[src/rtl/cobs_decode.sv]
// Receive-side COBS decoder: 0x00-delimited encoded bytes in, decoded AXI-Stream frames out.
// A one-byte hold register delays each decoded byte so tlast can ride on the final byte.
module cobs_decode #(
  parameter int unsigned MAX_FRAME_BYTES = 1024
) (
  input  logic       clk,
  input  logic       rst,
  input  logic [7:0] s_axis_tdata,
  input  logic       s_axis_tvalid,
  output logic       s_axis_tready,
  input  logic       s_axis_tlast,
  output logic [7:0] m_axis_tdata,
  output logic       m_axis_tvalid,
  input  logic       m_axis_tready,
  output logic       m_axis_tlast,
  output logic       m_axis_tuser,
  output logic       frame_error
);

  localparam int unsigned CW = $clog2(MAX_FRAME_BYTES + 1);

  typedef enum logic [1:0] {IDLE, DATA, CODE, DISCARD} state_e;

  state_e        state_q, state_d;
  logic [7:0]    remaining_q, remaining_d;
  logic          zero_owed_q, zero_owed_d;
  logic [CW-1:0] dec_count_q, dec_count_d;
  logic          hold_valid_q, hold_valid_d;
  logic [7:0]    hold_data_q, hold_data_d;
  logic [7:0]    m_tdata_q, m_tdata_d;
  logic          m_tvalid_q, m_tvalid_d;
  logic          m_tlast_q, m_tlast_d;
  logic          m_tuser_q, m_tuser_d;
  logic          frame_error_q, frame_error_d;

  logic          accept;
  logic          has_x;
  logic [7:0]    x_data;
  logic          close;
  logic          close_err;
  logic          unused_tlast;

  assign unused_tlast  = s_axis_tlast;
  assign s_axis_tready = !rst && (!m_tvalid_q || m_axis_tready);
  assign accept        = s_axis_tvalid && s_axis_tready;

  always_comb begin
    // NOTE: every next-state value defaults to its register first, so no branch can infer a latch.
    state_d       = state_q;
    remaining_d   = remaining_q;
    zero_owed_d   = zero_owed_q;
    dec_count_d   = dec_count_q;
    hold_valid_d  = hold_valid_q;
    hold_data_d   = hold_data_q;
    m_tdata_d     = m_tdata_q;
    m_tvalid_d    = m_tvalid_q && !m_axis_tready;
    m_tlast_d     = m_tlast_q;
    m_tuser_d     = m_tuser_q;
    frame_error_d = 1'b0;
    has_x         = 1'b0;
    x_data        = 8'h00;
    close         = 1'b0;
    close_err     = 1'b0;

    if (accept) begin
      unique case (state_q)
        IDLE: begin
          if (s_axis_tdata != 8'h00) begin
            remaining_d = s_axis_tdata - 8'd1;
            zero_owed_d = (s_axis_tdata != 8'hFF);
            state_d     = (s_axis_tdata == 8'h01) ? CODE : DATA;
            dec_count_d = '0;
          end
        end
        DATA: begin
          if (s_axis_tdata == 8'h00) begin
            close     = 1'b1;
            close_err = 1'b1;
            state_d   = IDLE;
          end else begin
            has_x       = 1'b1;
            x_data      = s_axis_tdata;
            remaining_d = remaining_q - 8'd1;
            if (remaining_q == 8'd1) state_d = CODE;
          end
        end
        CODE: begin
          if (s_axis_tdata == 8'h00) begin
            close   = 1'b1;
            state_d = IDLE;
          end else begin
            has_x       = zero_owed_q;
            x_data      = 8'h00;
            remaining_d = s_axis_tdata - 8'd1;
            zero_owed_d = (s_axis_tdata != 8'hFF);
            state_d     = (s_axis_tdata == 8'h01) ? CODE : DATA;
          end
        end
        DISCARD: begin
          if (s_axis_tdata == 8'h00) state_d = IDLE;
        end
        default: state_d = IDLE;
      endcase

      // One byte past the limit turns into an error close; the byte itself is thrown away.
      if (has_x) begin
        if (dec_count_q == CW'(MAX_FRAME_BYTES)) begin
          has_x     = 1'b0;
          close     = 1'b1;
          close_err = 1'b1;
          state_d   = DISCARD;
        end else begin
          dec_count_d = dec_count_q + CW'(1);
        end
      end

      if (has_x) begin
        if (hold_valid_q) begin
          m_tdata_d  = hold_data_q;
          m_tvalid_d = 1'b1;
          m_tlast_d  = 1'b0;
          m_tuser_d  = 1'b0;
        end
        hold_data_d  = x_data;
        hold_valid_d = 1'b1;
      end

      if (close) begin
        if (hold_valid_q) begin
          m_tdata_d  = hold_data_q;
          m_tvalid_d = 1'b1;
          m_tlast_d  = 1'b1;
          m_tuser_d  = close_err;
        end
        hold_valid_d  = 1'b0;
        frame_error_d = close_err;
      end
    end
  end

  // NOTE: state registers take non-blocking assignments only; reset is synchronous and active-high here.
  always_ff @(posedge clk) begin
    if (rst) begin
      state_q       <= IDLE;
      remaining_q   <= '0;
      zero_owed_q   <= 1'b0;
      dec_count_q   <= '0;
      hold_valid_q  <= 1'b0;
      hold_data_q   <= '0;
      m_tdata_q     <= '0;
      m_tvalid_q    <= 1'b0;
      m_tlast_q     <= 1'b0;
      m_tuser_q     <= 1'b0;
      frame_error_q <= 1'b0;
    end else begin
      state_q       <= state_d;
      remaining_q   <= remaining_d;
      zero_owed_q   <= zero_owed_d;
      dec_count_q   <= dec_count_d;
      hold_valid_q  <= hold_valid_d;
      hold_data_q   <= hold_data_d;
      m_tdata_q     <= m_tdata_d;
      m_tvalid_q    <= m_tvalid_d;
      m_tlast_q     <= m_tlast_d;
      m_tuser_q     <= m_tuser_d;
      frame_error_q <= frame_error_d;
    end
  end

  assign m_axis_tdata  = m_tdata_q;
  assign m_axis_tvalid = m_tvalid_q;
  assign m_axis_tlast  = m_tlast_q;
  assign m_axis_tuser  = m_tuser_q;
  assign frame_error   = frame_error_q;

endmodule
[config.mk]
export PLATFORM = sky130hd
export DESIGN_NAME = cobs_decode
export DESIGN_NICKNAME = d
export VERILOG_FILES = /design/src/rtl/cobs_decode.sv
export SDC_FILE = /design/constraint.sdc
export NUM_CORES = 1
export LEC_CHECK = 0
export CORE_ASPECT_RATIO = 0.75
export CORE_UTILIZATION = 35
export CTS_BUF_LIST = sky130_fd_sc_hd__clkbuf_4 sky130_fd_sc_hd__clkbuf_8
export DETAILED_ROUTE_END_ITERATION = 10
export SLEW_MARGIN = 10
export SYNTH_ARGS = -nofsm -noshare
export SYNTH_HDL_FRONTEND = slang
export SYNTH_SLANG_ARGS = --single-unit
[constraint.sdc]
create_clock -name clk -period 4.1 [get_ports clk]
set_input_delay 0.615 -clock clk [delete_from_list [all_inputs] [get_ports clk]]
set_output_delay 0.615 -clock clk [all_outputs]
set_load 0.1 [all_outputs]
==> summary.txt <==
max-slew violation count: 0
share of the synthesized area in the top cell type: 0.352
Adder-Cell Fraction of Synth Area: 0.0614
initial drt markers: 145
n_diodes: 0
fin crit period: 3120 ps
vias in the first global route: 1888
postcts setup bufs: 0
CTS tree: built
Die Height: 74.4 µm
Layout Cell Area excl Fill: 2840 µm²
Worst Max-Slew Pin Slew: 974 ps
pre-CTS setup slack: 681 ps
root buffer cell: clkbuf_8
layout cells sized above 1: 0.0726
critical path data arrival time: 3350 ps
Req. time, crit path: 4330 ps
core box area: 6510 µm²
largest net degree at the start of global routing: 36
Crit Path Max Fanout: 18
htree depth: 2
DRC viols: 3
setup violators final: 0
CTS buffer count: 5
Synth Cell Area: 2440 µm²
Max VDD drop: 0.143 mV
most frequent cells in the layout: dfxtp_1, a21oi_1, nand2_1, clkdlybuf4s50_1, nand3_1
fin util: 0.437
Setup CP Type: input port to register
CP endpoint kind: register
unrepaired setup endpoints after global routing: false
Total Routed Length: 5910 µm
fin cells: 398
Post-synth EDFFs: 0
Cells after DPL: 390
total number of vias: 2207
die width: 98.5 µm
post-detail-place hpwl: 4120 µm
Post-Syn Instances: 295
worst-case clock skew: 8.06 ps
clk slew on worst S/H paths: 90 ps
Routed WL per cell: 14.8 µm
# hold bufs at CTS: 0
drt first pass iters: 7
top_reg_cell synth: dfxtp_1
Synth Area in Simple Gates: 0.267
Setup TNS Final: 0 ps
Synth cell types: 51
Initial Utilization: 0.376
IO Port Bufs: 24
pwr/cell area: 311 nW/µm²
Post-Synthesis Mean Instance Area: 8.28 µm²
total grt overflow: 0
mux cell area share after synthesis: 0.0369
Sequential Area: 861 µm²
antenna violations before repair: 0
clk sinks: 43
commonest non-fill, non-tap cell in the layout: dfxtp_1
asr flop ratio synth: 0
area of the multi-input gates: 1470 µm²
max cap viols: 0
Max Root-Sink Buffers: 2
leak pwr: 0.944 nW
Startpoint Class: input port
biggest area consumer among synthesized cells: dfxtp_1
Final Hold Viols: 0
dominant cells by area after synthesis: dfxtp_1, a21oi_1, ha_1, nand3_1, o21ai_0
post-synthesis sequential area ratio: 0.352
largest family of logic cells by synthesized area: simple AND/OR/NAND/NOR gates
worst hold margin: 462 ps
Cell Rows: 25
failing checks: design-rule violations
CTS resizes: 0
outcome: finished, violations left
Synth-to-Final Area Change: 16.2%
GRT Util Overall: 0.163
I/O pins: 26
post-synthesis xor/xnor area fraction: 0.0251
antenna-violating nets left: 0
worst hold path type: register to register
Placed Area: 2750 µm²
fin crit share: 0.762
total die area: 7320 µm²
Total Nets Final: 341
Slew headroom: 0.348
Fillers: 670
Post-Syn Nets: 320
latest clock arrival within the worst-skew pair: 300 ps
Max Clock Freq: 320 MHz
Vias/cell: 5.55
first-pass GRT wire length: 9490 µm
Synth Area in Compound Gates: 0.211
Final Wtd Congestion: 0.849
worst setup margin: 977 ps
Power, Total: 883 µW
post-synthesis register bit count: 43
Syn. warnings: 0
[synthesized netlist by cell type (all sizes together) (3+ instances only)]
cell    count
a21oi      32
buf         5
nand4      10
clkbuf      9
nor3        5
and2        3
nor2       19
nand2      25
and3        7
o21ai      19
or3         5
nor3b       3
xnor2       4
nor2b       3
o31ai       3
or4         3
dfxtp      43
nand3      21
a31oi       4
a211oi      4
nand2b      3
ha         12
nor4        4
mux2i       9
inv        13
xor2        3
[per-layer routing]
| layer | vias to the layer above | part of all wire | wire length, µm | track usage |
|---|---|---|---|---|
| met2 | 41 | 0.40 | 2340 | 0.232 |
| met4 | 0 | 0.0042 | 25 | 0.0249 |
| met5 | - | 0 | 0 | 0 |
| met1 | 1038 | 0.56 | 3300 | 0.252 |
| li1 | 1124 | - | - | - |
| met3 | 4 | 0.041 | 245 | 0.0357 |
[final cells by class]
class / count / share of cell area
multi-input cells: 225 / 0.517
flip-flops and latches: 43 / 0.303
repair buffers: 28 / 0.0943
well taps: 81 / 0.0357
clock buffers: 5 / 0.0242
inverters: 13 / 0.0172
clock inverters: 3 / 0.00837
[worst paths after layout]
path	start	endpoint	slack, ps	depth (start not counted)
max	s_axis_tdata[0]	dec_count_q[6]	980	8
min	hold_data_q[2]	hold_data_q[2]	460	2
max reg2reg	state_q[0]	dec_count_q[6]	1570	7
min reg2reg	hold_data_q[2]	hold_data_q[2]	460	2
[report_power, final]
| group | switching (mW) | internal (mW) | total [mW] |
|---|---|---|---|
| registers | 0.0115 | 0.428 | 0.439 |
| clock network | 0.166 | 0.122 | 0.289 |
| logic | 0.0986 | 0.0563 | 0.155 |
| total | 0.277 | 0.606 | 0.883 |
[critical path: stages]
cell             delay [ps]
clkdlybuf4s50_1         650
inv_1                   120
ha_1                    260
nor3b_2                 220
a211oi_4                430
nand3_2                 420
or3_1                   480
a31oi_1                 160
[kinds of logic after synthesis]
group                    after synthesis
AND/OR/NAND/NOR                      118
AO/OA/AOI/OAI                         79
flip-flops                            43
buffers and inverters                 27
adder cells (fa/ha/maj)               12
multiplexers                           9
XOR/XNOR                               7
Power figures use the tool's default switching activity.
